**src/rtl/count_arb_pkg.sv**
```systemverilog
// ============================================================================
// Module      : count_arb_pkg
// Description : Shared defaults and the rotated first-one search for
//               count_arbiter.
// Revision    : 1.0 - initial release
// ============================================================================
`default_nettype none

package count_arb_pkg;

    localparam int   N_DEF   = 4;
    localparam int   W_DEF   = 4;
    localparam int   MAX_DEF = 15;
    localparam int   N_LIMIT = 32;
    localparam logic DIR_INC = 1'b1;
    localparam logic DIR_DEC = 1'b0;

    // Returns the first set index of vec[n-1:0] starting at ptr and wrapping; n if none set.
    function automatic int rr_first(input logic [N_LIMIT-1:0] vec, input int n, input int ptr);
        int idx;
        rr_first = n;
        for (int k = N_LIMIT - 1; k >= 0; k--) begin
            if (k < n) begin
                idx = ptr + k;
                if (idx >= n) begin
                    idx = idx - n;
                end
                if (vec[idx[4:0]]) begin
                    rr_first = idx;
                end
            end
        end
    endfunction

endpackage

`default_nettype wire

```
**src/rtl/count_arbiter_rr_arbiter.sv**
```systemverilog
// ============================================================================
// Module      : rr_arbiter
// Description : Round-robin winner select over an eligibility vector; owns the
//               rotating priority pointer.
// Revision    : 1.0 - initial release
// ============================================================================
`default_nettype none

module rr_arbiter
    import count_arb_pkg::*;
#(
    parameter  int N  = N_DEF,
    localparam int PW = (N > 1) ? $clog2(N) : 1
) (
    input  logic          clk,
    input  logic          rst,
    input  logic [N-1:0]  i_elig,
    input  logic          i_adv,
    output logic          o_win_vld,
    output logic [PW-1:0] o_win_idx
);

    logic [PW-1:0] r_ptr;
    int            w_first;

    always_comb begin
        w_first   = rr_first(N_LIMIT'(i_elig), N, int'(r_ptr));
        o_win_idx = '0;
        for (int j = 0; j < N; j++) begin
            if (w_first == j) begin
                o_win_idx = PW'(j);
            end
        end
    end

    assign o_win_vld = |i_elig;

    // The pointer moves past the winner only when the grant is actually applied.
    always_ff @(posedge clk) begin
        if (rst) begin
            r_ptr <= '0;
        end else if (i_adv && o_win_vld) begin
            r_ptr <= (o_win_idx == PW'(N - 1)) ? '0 : o_win_idx + 1'b1;
        end
    end

endmodule

`default_nettype wire

```
**src/rtl/count_arbiter.sv**
```systemverilog
// ============================================================================
// Module      : count_arbiter
// Description : Shared up/down occupancy counter with round-robin access for
//               N requesters. Define COUNT_ARB_WRAP_EN for wrap-around counting.
// Revision    : 1.0 - initial release
// ============================================================================
`default_nettype none

module count_arbiter
    import count_arb_pkg::*;
#(
    parameter int N   = N_DEF,
    parameter int W   = W_DEF,
    parameter int MAX = MAX_DEF
) (
    input  logic         clk,
    input  logic         rst,
    input  logic [N-1:0] req,
    input  logic [N-1:0] dir,
    input  logic         clr,
    output logic [N-1:0] gnt,
    output logic [W-1:0] count,
    output logic         empty,
    output logic         full,
    output logic         stall
);

    localparam int           PW     = (N > 1) ? $clog2(N) : 1;
    localparam logic [W-1:0] C_MAX  = W'(MAX);
    localparam logic [W-1:0] C_ZERO = '0;

    logic [N-1:0]  w_pend;
    logic [N-1:0]  w_elig;
    logic          w_win_vld;
    logic [PW-1:0] w_win_idx;
    logic [N-1:0]  w_gnt_nxt;
    logic [W-1:0]  w_cnt_nxt;
    logic          w_stall_nxt;

    // A requester granted last cycle is masked so a held req is not granted twice.
    assign w_pend = req & ~gnt;

`ifdef COUNT_ARB_WRAP_EN
    assign w_elig      = w_pend;
    assign w_stall_nxt = 1'b0;
`else
    generate
        for (genvar i = 0; i < N; i++) begin : g_elig
            assign w_elig[i] = w_pend[i] &
                               ((dir[i] == DIR_INC) ? (count < C_MAX) : (count > C_ZERO));
        end
    endgenerate
    assign w_stall_nxt = ~w_win_vld & (|w_pend);
`endif

    rr_arbiter #(
        .N (N)
    ) u_rr (
        .clk       (clk),
        .rst       (rst),
        .i_elig    (w_elig),
        .i_adv     (~clr),
        .o_win_vld (w_win_vld),
        .o_win_idx (w_win_idx)
    );

    always_comb begin
        w_gnt_nxt = '0;
        w_cnt_nxt = count;
        if (clr) begin
            w_cnt_nxt = C_ZERO;
        end else if (w_win_vld) begin
            w_gnt_nxt[w_win_idx] = 1'b1;
            if (dir[w_win_idx] == DIR_INC) begin
                w_cnt_nxt = (count == C_MAX) ? C_ZERO : count + 1'b1;
            end else begin
                w_cnt_nxt = (count == C_ZERO) ? C_MAX : count - 1'b1;
            end
        end
    end

    always_ff @(posedge clk) begin
        if (rst) begin
            gnt   <= '0;
            count <= '0;
            empty <= 1'b1;
            full  <= 1'b0;
            stall <= 1'b0;
        end else begin
            gnt   <= w_gnt_nxt;
            count <= w_cnt_nxt;
            empty <= (w_cnt_nxt == C_ZERO);
            full  <= (w_cnt_nxt == C_MAX);
            stall <= w_stall_nxt;
        end
    end

endmodule

`default_nettype wire

```
**config.mk**
```make
export PLATFORM = sky130hd
export DESIGN_NAME = count_arbiter
export DESIGN_NICKNAME = d
export VERILOG_FILES = /design/src/rtl/count_arb_pkg.sv /design/src/rtl/count_arbiter_rr_arbiter.sv /design/src/rtl/count_arbiter.sv
export SDC_FILE = /design/constraint.sdc
export NUM_CORES = 1
export LEC_CHECK = 0
export BUFFER_PORTS_ARGS = -buffer_cell sky130_fd_sc_hd__buf_2
export CAP_MARGIN = 0
export CORE_MARGIN = 5
export CORE_UTILIZATION = 49
export DETAILED_ROUTE_END_ITERATION = 6
export PLACE_DENSITY = 0.75
export SLEW_MARGIN = 25
export SYNTH_ARGS = -nofsm -noshare
export SYNTH_HDL_FRONTEND = slang
export SYNTH_SLANG_ARGS = --single-unit
```
**constraint.sdc**
```tcl
create_clock -name clk -period 3.4 [get_ports clk]
set_input_delay 0.17 -clock clk [delete_from_list [all_inputs] [get_ports clk]]
set_output_delay 0.17 -clock clk [all_outputs]
set_load 0.05 [all_outputs]
```
==> results.sh, run 1 <==
export IMPL_via_per_inst=6.05
export IMPL_power_density_nw_per_um2=1160
export IMPL_vdd_drop_max_mv=0.682
export IMPL_synth_edff_count=0
export IMPL_critPathRequiredTime_ns=3.63
export IMPL_yosysTopAreaCell="dfxtp_1"
export IMPL_hold_class="input pin to register"
export IMPL_cap_violations=0
export IMPL_core_um2=2250
export IMPL_pin_count=22
export IMPL_grt_start_max_net_pins=12
export IMPL_crit_path_max_fanout=7
export IMPL_avgRoutedWirePerCell_um=15.8
export IMPL_syn_area_per_cell_um2=8.76
export IMPL_syn_to_final_growth_pct=33.4
export IMPL_synth_seq_cells=13
export IMPL_grt_pass1_vias=1089
export IMPL_hold_viol=0
export IMPL_io_buffers=21
export IMPL_synthesis_area_um2=1170
export IMPL_leakage_nw=0.680
export IMPL_r2r_end="empty$_SDFF_PP1_"
export IMPL_detailed_place_hpwl_mm=2.30
export IMPL_synth_top_area_share_pct=22.2
export IMPL_wl_mm=3.24
export IMPL_start_util_pct=52.1
export IMPL_drcViolationCount=0
export IMPL_num_vias=1241
export IMPL_cts_inserted_buffers=3
export IMPL_r2r_start="count[0]$_SDFF_PP0_"
export IMPL_min_to="count[1]$_SDFF_PP0_"
export IMPL_fin_crit_sh_pct=102
export IMPL_final_area_um2=1570
export IMPL_cts_tree="done"
export IMPL_yosysWarnings=0
export IMPL_syn_num_nets=155
export IMPL_drtAntennaViolNets=0
export IMPL_antenna_found_initial=0
export IMPL_critPathLaunchType="register"
export IMPL_ys_flop_type="dfxtp_1"
export IMPL_final_setup_viol_count=2
export IMPL_status="finished, violations left"
export IMPL_die_x_um=58.9
export IMPL_cts_root_buf="clkbuf_4"
export IMPL_clock_skew_ns=0.00385
export IMPL_netlist_instances=134
export IMPL_fill_cells=186
export IMPL_reg2reg_setup_slack_ns=-0.07
export IMPL_total_power_mw=1.82
export IMPL_drv_slew=0
export IMPL_final_layout_size_suffix_gt1_share_pct=42.4
export IMPL_die_y_um=58.9
export IMPL_clk_pin_slew_ns=0.07
export IMPL_worstSkewPairLatency_ns=0.28
export IMPL_place_congestion=0.858
export IMPL_worstHoldStart="rst"
export IMPL_critical_path_arrival_ns=3.69
export IMPL_yosysSeqAreaShare_pct=22.2
export IMPL_violations="negative setup slack"
export IMPL_dr_first_iter_drc_count=54
export IMPL_worstHoldPathCells=2
export IMPL_max_freq_mhz=288
export IMPL_nets=199
export IMPL_rows=17
export IMPL_r2r_cells=14
export IMPL_cts_sinks=13
export IMPL_yosys_top_cells_count="13 x dfxtp_1, 13 x nor2_1, 10 x ha_1"
export IMPL_fin_hold_ws_ns=0.173
export IMPL_synthDistinctLibCells=51
export IMPL_h_tree_depth=1
export IMPL_worst_pin_slew_ns=0.416
export IMPL_synthTopCellsByArea="dfxtp_1 22%, ha_1 11%, mux2i_1 5.1%"
export IMPL_die_area_um2=3470
export IMPL_clk_path_buf_depth=2
export IMPL_layout_min_cycle_time_ns=3.47
export IMPL_grt_ovfl_total=0
export IMPL_worst_slack_ns=-0.0678
export IMPL_postLayoutCoreUtil_pct=69.4
export IMPL_synthArstFlopShare_pct=0
export IMPL_antennaDiodeCount=0
export IMPL_crit_type="register to register"
export IMPL_rsz0062_at_grt="yes"
export IMPL_grt_pass1_wl_mm=4.81
export IMPL_slew_headroom_pct=72.2
export IMPL_end_kind="register"
export IMPL_grt_usage_pct=17.9
export IMPL_place_area_um2=1410
export IMPL_first_pass_iters=4
[metrics by stage]
stage / TNS (ns) / setup slack, ns / instances
floorplan: 0 / 0.00173 / 134
detailed placement: -0.283 / -0.140 / 191
global placement: -0.000879 / -0.000879 / 191
finish: -0.135 / -0.0678 / 205
CTS: 0 / 0.00492 / 196
global route: -0.609 / -0.224 / 205
[registers in the layout, indices dropped and copies added, names as in the netlist]
signal	cells
count	4
empty	1
full	1
gnt	4
stall	1
u_rr.r_ptr	2
[power breakdown]
part           switching, mW  total (mW)  internal, mW
logic                  0.817        1.48         0.660
clock network         0.0494      0.0950        0.0456
registers             0.0421       0.248         0.205
total                  0.909        1.82         0.911
[worst max-delay path, cell delays in order (launching register included)]
cell and delay (ns):
dfxtp_4 0.36, inv_4 0.07, ha_4 0.14, or3b_4 0.46, o211ai_4 0.26, mux4_2 0.30
a32oi_2 0.10, a22oi_2 0.24, a22o_4 0.18, inv_2 0.03, o32a_1 0.37, o21ai_4 0.11
mux2i_2 0.28, mux2i_2 0.31, a41o_1 0.20
[layer usage]
layer | vias up | share of wire [%] | track usage, %
li1 | 598 | - | -
met1 | 581 | 45 | 24.0
met2 | 55 | 47 | 28.7
met3 | 7 | 6.5 | 2.63
met4 | 0 | 1.5 | 6.80
met5 | - | 0 | 0
[final cells by class]
| type | count | area (um^2) | share of cell area (%) |
|---|---|---|---|
| sequential | 13 | 268 | 17.1 |
| multi-input combinational | 108 | 923 | 59.0 |
| tap | 28 | 35.0 | 2.24 |
| clock buffer | 4 | 26.3 | 1.68 |
| inverter | 8 | 35.0 | 2.24 |
| timing repair buffer | 44 | 278 | 17.7 |
[placed cells by master (no fill, tap or decap), types with 2 or more instances in the layout]
| cell type | synthesis | final |
|---|---|---|
| a21oi_1 | 7 | 7 |
| buf_4 | 0 | 23 |
| a211oi_1 | 2 | 2 |
| ha_1 | 10 | 8 |
| o211ai_4 | 2 | 3 |
| nand4_1 | 4 | 4 |
| o211ai_1 | 4 | 4 |
| o21ai_0 | 4 | 4 |
| nand2_1 | 4 | 4 |
| nor2b_1 | 7 | 7 |
| a22oi_1 | 2 | 2 |
| mux2_2 | 3 | 3 |
| mux2i_1 | 6 | 3 |
| o21a_1 | 2 | 2 |
| nor3b_1 | 2 | 2 |
| and2_1 | 4 | 4 |
| dfxtp_1 | 13 | 11 |
| clkbuf_4 | 0 | 3 |
| inv_4 | 0 | 2 |
| inv_1 | 7 | 5 |
| a41oi_1 | 2 | 2 |
| dfxtp_4 | 0 | 2 |
| mux2i_2 | 0 | 3 |
| buf_2 | 1 | 21 |
| a211o_1 | 2 | 2 |
| nor2_1 | 13 | 13 |
[kinds of logic after synthesis]
logic type,Yosys count,share of synthesized area [%]
multiplexers,10,9.91
AND/OR/NAND/NOR,43,20.5
AO/OA/AOI/OAI,44,31.1
buffers and inverters,13,4.90
adder cells (fa/ha/maj),10,10.7
flip-flops,13,22.2
XOR/XNOR,1,0.746
[how the worst max path moves through the flow]
stage	start	to	cells after the start	slack, ns
2_1_floorplan	count[2]$_SDFF_PP0_	empty$_SDFF_PP1_	13	0.002
3_3_place_gp	count[1]$_SDFF_PP0_	full$_SDFF_PP0_	13	-0.0009
3_5_place_dp	count[0]$_SDFF_PP0_	full$_SDFF_PP0_	14	-0.14
4_1_cts	count[0]$_SDFF_PP0_	full$_SDFF_PP0_	14	0.005
5_1_grt	count[0]$_SDFF_PP0_	empty$_SDFF_PP1_	14	-0.22
6_report	count[0]$_SDFF_PP0_	empty$_SDFF_PP1_	14	-0.07
[what timing repair did]
| item | 4_1_cts | 5_1_grt |
|---|---|---|
| setup endpoints to repair | 3 | 3 |
| gates resized for setup | 3 | 7 |
| setup buffers | 1 | 9 |
| gates cloned | 0 | 0 |
| pin swaps | 6 | 10 |
| hold buffers | 0 | 0 |
(Power assumes the default switching activity.)
==> run 2: changes to the inputs <==
--- a/config.mk
+++ b/config.mk
@@ -8,9 +8,9 @@
 export BUFFER_PORTS_ARGS = -buffer_cell sky130_fd_sc_hd__buf_2
 export CAP_MARGIN = 0
 export CORE_MARGIN = 5
-export CORE_UTILIZATION = 49
+export CORE_UTILIZATION = 40
 export DETAILED_ROUTE_END_ITERATION = 6
-export PLACE_DENSITY = 0.75
+export SETUP_SLACK_MARGIN = 0.5
 export SLEW_MARGIN = 25
 export SYNTH_ARGS = -nofsm -noshare
 export SYNTH_HDL_FRONTEND = slang
==> run 2 against run 1 <==
  * Register-to-register slack better by 0.06 ns
  * Combinational power is essentially flat
  * The run still ends with negative setup slack left
  * Clock power decreased by 2%
  * Die area increased by 19%
  * Sequential cell count did not move
  * Wire length fell by 2.2%
  * Setup slack improved by 0.058 ns
  * Design area is 1.8% higher
  * First-iteration DRC count is 5.6% lower
  * Critical path type unchanged
  * Critical path depth stayed put
  * Fmax rose by 1.7%
  * Clock skew fell by 0.0029 ns
==> results.sh, run 2 (synthesis gave the netlist of run 1 again) <==
export IMPL_start_util_pct=42.2
export IMPL_num_vias=1195
export IMPL_r2r_end="empty$_SDFF_PP1_"
export IMPL_cp_common_cell="mux2i_2"
export IMPL_crit_type="register to register"
export IMPL_drcViolationCount=0
export IMPL_rsz0062_at_grt="yes"
export IMPL_layout_common_cells="26 x buf_4, 21 x buf_2, 13 x nor2_1"
export IMPL_pin_count=22
export IMPL_r2r_cells=14
export IMPL_vdd_drop_max_mv=0.669
export IMPL_worst_pin_slew_ns=0.419
export IMPL_power_density_nw_per_um2=1140
export IMPL_drtAntennaViolNets=0
export IMPL_power_frac_seq_pct=13.1
export IMPL_nets=202
export IMPL_total_power_mw=1.81
export IMPL_worstSkewPairLatency_ns=0.28
export IMPL_detailed_place_hpwl_mm=2.41
export IMPL_critPathRequiredTime_ns=3.62
export IMPL_worstHoldPathCells=2
export IMPL_cap_violations=0
export IMPL_grt_usage_pct=15.0
export IMPL_cts_root_buf="clkbuf_4"
export IMPL_avgRoutedWirePerCell_um=15.0
export IMPL_cts_tree="done"
export IMPL_antennaDiodeCount=0
export IMPL_status="finished, violations left"
export IMPL_die_x_um=64.2
export IMPL_cts_inserted_buffers=3
export IMPL_layout_min_cycle_time_ns=3.41
export IMPL_setup_tns_ns=-0.00970
export IMPL_final_setup_viol_count=1
export IMPL_grt_start_max_net_pins=13
export IMPL_worstHoldStart="rst"
export IMPL_rows=19
export IMPL_die_y_um=64.2
export IMPL_fill_cells=240
export IMPL_io_buffers=21
export IMPL_wl_mm=3.17
export IMPL_reg2reg_setup_slack_ns=-0.01
export IMPL_grt_pass1_vias=1114
export IMPL_critPathLaunchType="register"
export IMPL_h_tree_depth=1
export IMPL_max_freq_mhz=293
export IMPL_fin_hold_ws_ns=0.174
export IMPL_antenna_found_initial=0
export IMPL_first_pass_iters=4
export IMPL_drv_slew=0
export IMPL_crit_slowest_cell="or3b_4"
export IMPL_critical_path_arrival_ns=3.63
export IMPL_p_int_mw=0.914
export IMPL_cpPeakStageDelay_ns=0.45
export IMPL_min_to="u_rr.r_ptr[1]$_SDFFE_PP0P_"
export IMPL_final_layout_size_suffix_gt1_share_pct=43.9
export IMPL_end_kind="register"
export IMPL_mostFrequentLayoutCell="buf_4"
export IMPL_leakage_nw=0.696
export IMPL_p_sw_mw=0.899
export IMPL_violations="negative setup slack"
export IMPL_crit_family="compound AO/OA/AOI/OAI gates"
export IMPL_clk_path_buf_depth=2
export IMPL_fin_crit_sh_pct=100
export IMPL_hold_viol=0
export IMPL_clk_pin_slew_ns=0.07
export IMPL_hold_class="input pin to register"
export IMPL_grt_pass1_wl_mm=5.07
export IMPL_combPwrFrac_pct=81.8
export IMPL_top_regs="count: 4 flops, gnt: 4 flops, u_rr.r_ptr: 2 flops"
export IMPL_grt_ovfl_total=0
export IMPL_clockPowerShare_pct=5.1
export IMPL_post_place_ws_ns=-0.0620
export IMPL_worst_slack_ns=-0.00970
export IMPL_crit_buf_inv=2
export IMPL_via_per_inst=5.66
export IMPL_core_um2=2780
export IMPL_crit_path_max_fanout=7
export IMPL_die_area_um2=4120
export IMPL_place_congestion=0.839
export IMPL_dr_first_iter_drc_count=51
export IMPL_p_sw_share_pct=49.6
export IMPL_crit_chain="inv_4 > ha_4 > or3b_4 > o211ai_4 > mux4_2 > a32oi_2 > a22oi_2 > a22o_4 > inv_2 > o32a_1 > o21ai_4 > mux2i_2 > mux2i_2 > a41o_1"
export IMPL_syn_to_final_growth_pct=35.7
export IMPL_cts_sinks=13
export IMPL_slew_headroom_pct=72.0
export IMPL_r2r_start="count[0]$_SDFF_PP0_"
export IMPL_hold_buffers=0
export IMPL_clock_skew_ns=0.000986
run 2: cell types whose count changed in the layout (fill, tap and decap cells not counted), sizes merged:
cell / change
buf: +3
run 2: timing repair:
item | in CTS | in global routing
gates cloned | 0 | 0
buffers inserted | 6 | 3
resized for setup | 3 | 7
pin swaps | 12 | 3
endpoints found under the setup margin | 7 | 7
run 2: area by class of cell:
class	count	area (um^2)	share of cell area (%)
inverter	8	35.0	2.20
timing repair buffer	47	300	18.9
clock buffer	4	26.3	1.65
multi-input combinational	108	923	58.0
tap	31	38.8	2.44
sequential	13	269	16.9
run 2: routing by layer:
metal / global-route usage, % / part of all wire [%]
met3: 2.10 / 6.7
met4: 4.83 / 0.95
met5: 0 / 0
met2: 21.9 / 43
met1: 22.3 / 49
run 2: per-stage QoR:
step,util [%],area [um^2],instances
global route,57.3,1590,211
global placement,52.1,1450,198
CTS,55.1,1530,208
finish,57.3,1590,211
floorplan,-,1200,134
detailed placement,52.1,1450,198
run 2: worst reg2reg max path, stage by stage, from the launching register on:
cell and delay, ns:
dfxtp_4 0.35, inv_4 0.06, ha_4 0.12, or3b_4 0.45, o211ai_4 0.22, mux4_2 0.33
a32oi_2 0.13, a22oi_2 0.22, a22o_4 0.18, inv_2 0.03, o32a_1 0.37, o21ai_4 0.10
mux2i_2 0.28, mux2i_2 0.32, a41o_1 0.20
run 2: power groups by stage:
stage / clock network [mW] / logic [mW] / registers, mW
after floorplan: 0 / 0.795 / 0.396
after global placement: 0 / 1.28 / 0.239
after detailed placement: 0 / 1.30 / 0.240
after CTS: 0.0954 / 1.38 / 0.237
after global routing: 0.105 / 1.61 / 0.244
final: 0.0933 / 1.48 / 0.237
run 2: worst max-delay path by stage:
stage | cells past startpoint | slack [ns] | endpoint | from
2_1_floorplan | 15 | 0.009 | empty$_SDFF_PP1_ | count[0]$_SDFF_PP0_
3_3_place_gp | 14 | 0.01 | empty$_SDFF_PP1_ | count[1]$_SDFF_PP0_
3_5_place_dp | 14 | -0.06 | empty$_SDFF_PP1_ | count[1]$_SDFF_PP0_
4_1_cts | 14 | 0.05 | empty$_SDFF_PP1_ | count[0]$_SDFF_PP0_
5_1_grt | 14 | -0.17 | empty$_SDFF_PP1_ | count[0]$_SDFF_PP0_
6_report | 14 | -0.01 | empty$_SDFF_PP1_ | count[0]$_SDFF_PP0_
==> run 3: changes to the inputs <==
--- a/config.mk
+++ b/config.mk
@@ -14,4 +14,6 @@
 export SLEW_MARGIN = 25
 export SYNTH_ARGS = -nofsm -noshare
 export SYNTH_HDL_FRONTEND = slang
+export SYNTH_HIERARCHICAL = 1
 export SYNTH_SLANG_ARGS = --single-unit
+export TNS_END_PERCENT = 1
==> run 3 against run 2 <==
  * The flow now finishes without violations
  * Non-clock buffer count down 6
  * First-iteration DRC count up 2.0%
  * Critical path depth down 1
  * Clock skew up 0.0085 ns
  * Sequential cell count unchanged
  * Setup slack better by 0.055 ns
  * Die area down 3.2%
  * Wire length down 3.7%
==> results.sh, run 3 <==
export IMPL_worstSkewPairLatency_ns=0.28
export IMPL_die_x_um=63.1
export IMPL_h_tree_depth=1
export IMPL_cts_sinks=13
export IMPL_clock_skew_ns=0.00944
export IMPL_cts_inserted_buffers=3
export IMPL_num_vias=1105
export IMPL_crit_family="multiplexers"
export IMPL_critPathRequiredTime_ns=3.59
export IMPL_synth_compound_area_share_pct=24.7
export IMPL_rsz0062_at_grt="yes"
export IMPL_synthXorXnorAreaFrac_pct=1.55
export IMPL_worst_pin_slew_ns=0.396
export IMPL_drv_slew=0
export IMPL_slew_headroom_pct=73.6
export IMPL_fin_hold_ws_ns=0.127
export IMPL_postLayoutCoreUtil_pct=57.3
export IMPL_mostFrequentLayoutCell="buf_2"
export IMPL_cp_common_cell="mux2i_2"
export IMPL_grt_pass1_wl_mm=4.81
export IMPL_syn_to_final_growth_pct=38.8
export IMPL_core_um2=2730
export IMPL_grt_usage_pct=14.8
export IMPL_synth_seq_cells=13
export IMPL_fin_crit_sh_pct=98.7
export IMPL_io_buffers=21
export IMPL_place_congestion=0.844
export IMPL_synth_most_common_cell="dfxtp_1"
export IMPL_grt_util_met3_pct=3.37
export IMPL_synth_edff_count=0
export IMPL_cts_tree="done"
export IMPL_cap_violations=0
export IMPL_synthSimpleGateAreaFrac_pct=23.3
export IMPL_synth_top_area_share_pct=23.1
export IMPL_grt_pass1_vias=1064
export IMPL_synthDistinctLibCells=49
export IMPL_detailed_place_hpwl_mm=2.16
export IMPL_drtAntennaViolNets=0
export IMPL_crit_chain="ha_4 > and3_4 > a2111oi_4 > buf_6 > mux2i_2 > o31ai_2 > o211ai_1 > nand2_1 > mux4_2 > mux2i_2 > xnor2_1 > and2_1 > nor4b_4"
export IMPL_clk_path_buf_depth=2
export IMPL_max_freq_mhz=298
export IMPL_setup_tns_ns=0
export IMPL_antenna_found_initial=0
export IMPL_final_setup_viol_count=0
export IMPL_syn_area_per_cell_um2=8.89
export IMPL_hold_buffers=0
export IMPL_first_pass_iters=4
export IMPL_die_y_um=63.1
export IMPL_critical_path_arrival_ns=3.55
export IMPL_crit_path_max_fanout=7
export IMPL_muxShareOfSynthArea_pct=11.5
export IMPL_wl_mm=3.05
export IMPL_yosysSeqAreaShare_pct=23.1
export IMPL_cts_root_buf="clkbuf_4"
export IMPL_end_kind="register"
export IMPL_via_per_inst=5.58
export IMPL_layout_min_cycle_time_ns=3.35
export IMPL_synthesis_area_um2=1130
export IMPL_rows=19
export IMPL_synth_top_family_by_area="compound AO/OA/AOI/OAI gates"
export IMPL_final_layout_size_suffix_gt1_share_pct=48.5
export IMPL_syn_num_nets=145
export IMPL_top_usage_layer="met2"
export IMPL_grt_util_met1_pct=19.4
export IMPL_yosysWarnings=6
export IMPL_synth_fa_ha_area_share_pct=7.76
export IMPL_yosysTopAreaCell="dfxtp_1"
export IMPL_hold_class="input pin to register"
export IMPL_avgRoutedWirePerCell_um=15.4
export IMPL_crit_slowest_cell="mux4_2"
export IMPL_netlist_instances=127
export IMPL_synthTopCellsByArea="dfxtp_1 23%, ha_1 7.8%, mux2i_1 6.2%"
export IMPL_layout_common_cells="21 x buf_2, 18 x buf_4, 11 x nand2_1"
export IMPL_cpPeakStageDelay_ns=0.59
export IMPL_dr_first_iter_drc_count=52
export IMPL_pin_count=22
export IMPL_crit_buf_inv=1
export IMPL_yosys_top_cells_count="13 x dfxtp_1, 12 x inv_1, 12 x nand2_1"
export IMPL_start_util_pct=41.3
export IMPL_clk_pin_slew_ns=0.08
export IMPL_antennaDiodeCount=0
export IMPL_critPathLaunchType="register"
export IMPL_top_regs="count: 4 flops, gnt: 4 flops, u_rr/r_ptr: 2 flops"
export IMPL_crit_type="register to register"
export IMPL_ys_flop_type="dfxtp_1"
export IMPL_nets=186
export IMPL_met2_usage_pct=23.6
export IMPL_synthArstFlopShare_pct=0
export IMPL_grt_ovfl_total=0
export IMPL_drcViolationCount=0
export IMPL_hold_viol=0
export IMPL_grt_start_max_net_pins=14
export IMPL_status="complete, no violations"
export IMPL_die_area_um2=3980
## run 3: final timing paths
check             slack (ns)                  startpoint                         end  depth (start not counted)
hold reg to reg         0.68  u_rr/r_ptr[1]$_SDFFE_PP0P_  u_rr/r_ptr[1]$_SDFFE_PP0P_                          3
setup reg to reg        0.05         count[1]$_SDFF_PP0_             full$_SDFF_PP0_                         13
hold / removal          0.13                         clr         count[3]$_SDFF_PP0_                          2
setup / recovery        0.05         count[1]$_SDFF_PP0_             full$_SDFF_PP0_                         13
## run 3: kinds of logic after synthesis
| kind of cell | Yosys count |
|---|---|
| compound gates | 33 |
| xor+xnor | 2 |
| fa+ha+maj | 7 |
| buf+inv | 17 |
| flops | 13 |
| mux | 10 |
| simple gates | 45 |
## run 3: metrics by stage
step | cells | setup slack (ns) | area (um^2)
floorplan | 127 | 0.0738 | 1210
global placement | 183 | 0.0944 | 1380
detailed placement | 183 | -0.0596 | 1380
CTS | 196 | 0.0423 | 1480
global route | 198 | -0.112 | 1570
finish | 198 | 0.0457 | 1570
## run 3: worst register-to-register path, delay by kind of cell (launching register included)
kind / cells / cell delay [ns]
multiplexers: 3 / 0.87
AND/OR/NAND/NOR: 4 / 0.75
AO/OA/AOI/OAI: 3 / 0.69
flip-flops: 1 / 0.37
XOR/XNOR: 1 / 0.25
buffers and inverters: 1 / 0.18
adder cells (fa/ha/maj): 1 / 0.16
## run 3: repair_timing
| item | CTS | global route |
|---|---|---|
| setup buffers | 9 | 2 |
| gates resized for setup | 2 | 16 |
| endpoints found under the setup margin | 6 | 6 |
| pin swaps | 8 | 11 |
## run 3: routing by layer
metal  wire length (um)  vias up
met1               1390      507
met4                 57        0
li1                   -      559
met5                  0        -
met2               1440       31
met3                166        8
## run 3: cell type report
class	instances	area, um^2
Fill cell	251	1170
Multi-Input combinational cell	97	923
Sequential cell	13	270
Timing Repair Buffer	41	263
Inverter	12	45.0
Tap cell	31	38.8
Clock buffer	4	26.3
Power of run 3 is left out: the tool's default activity adds up to more than one toggle a clock period on the data nets, which glitch-free logic cannot reach.
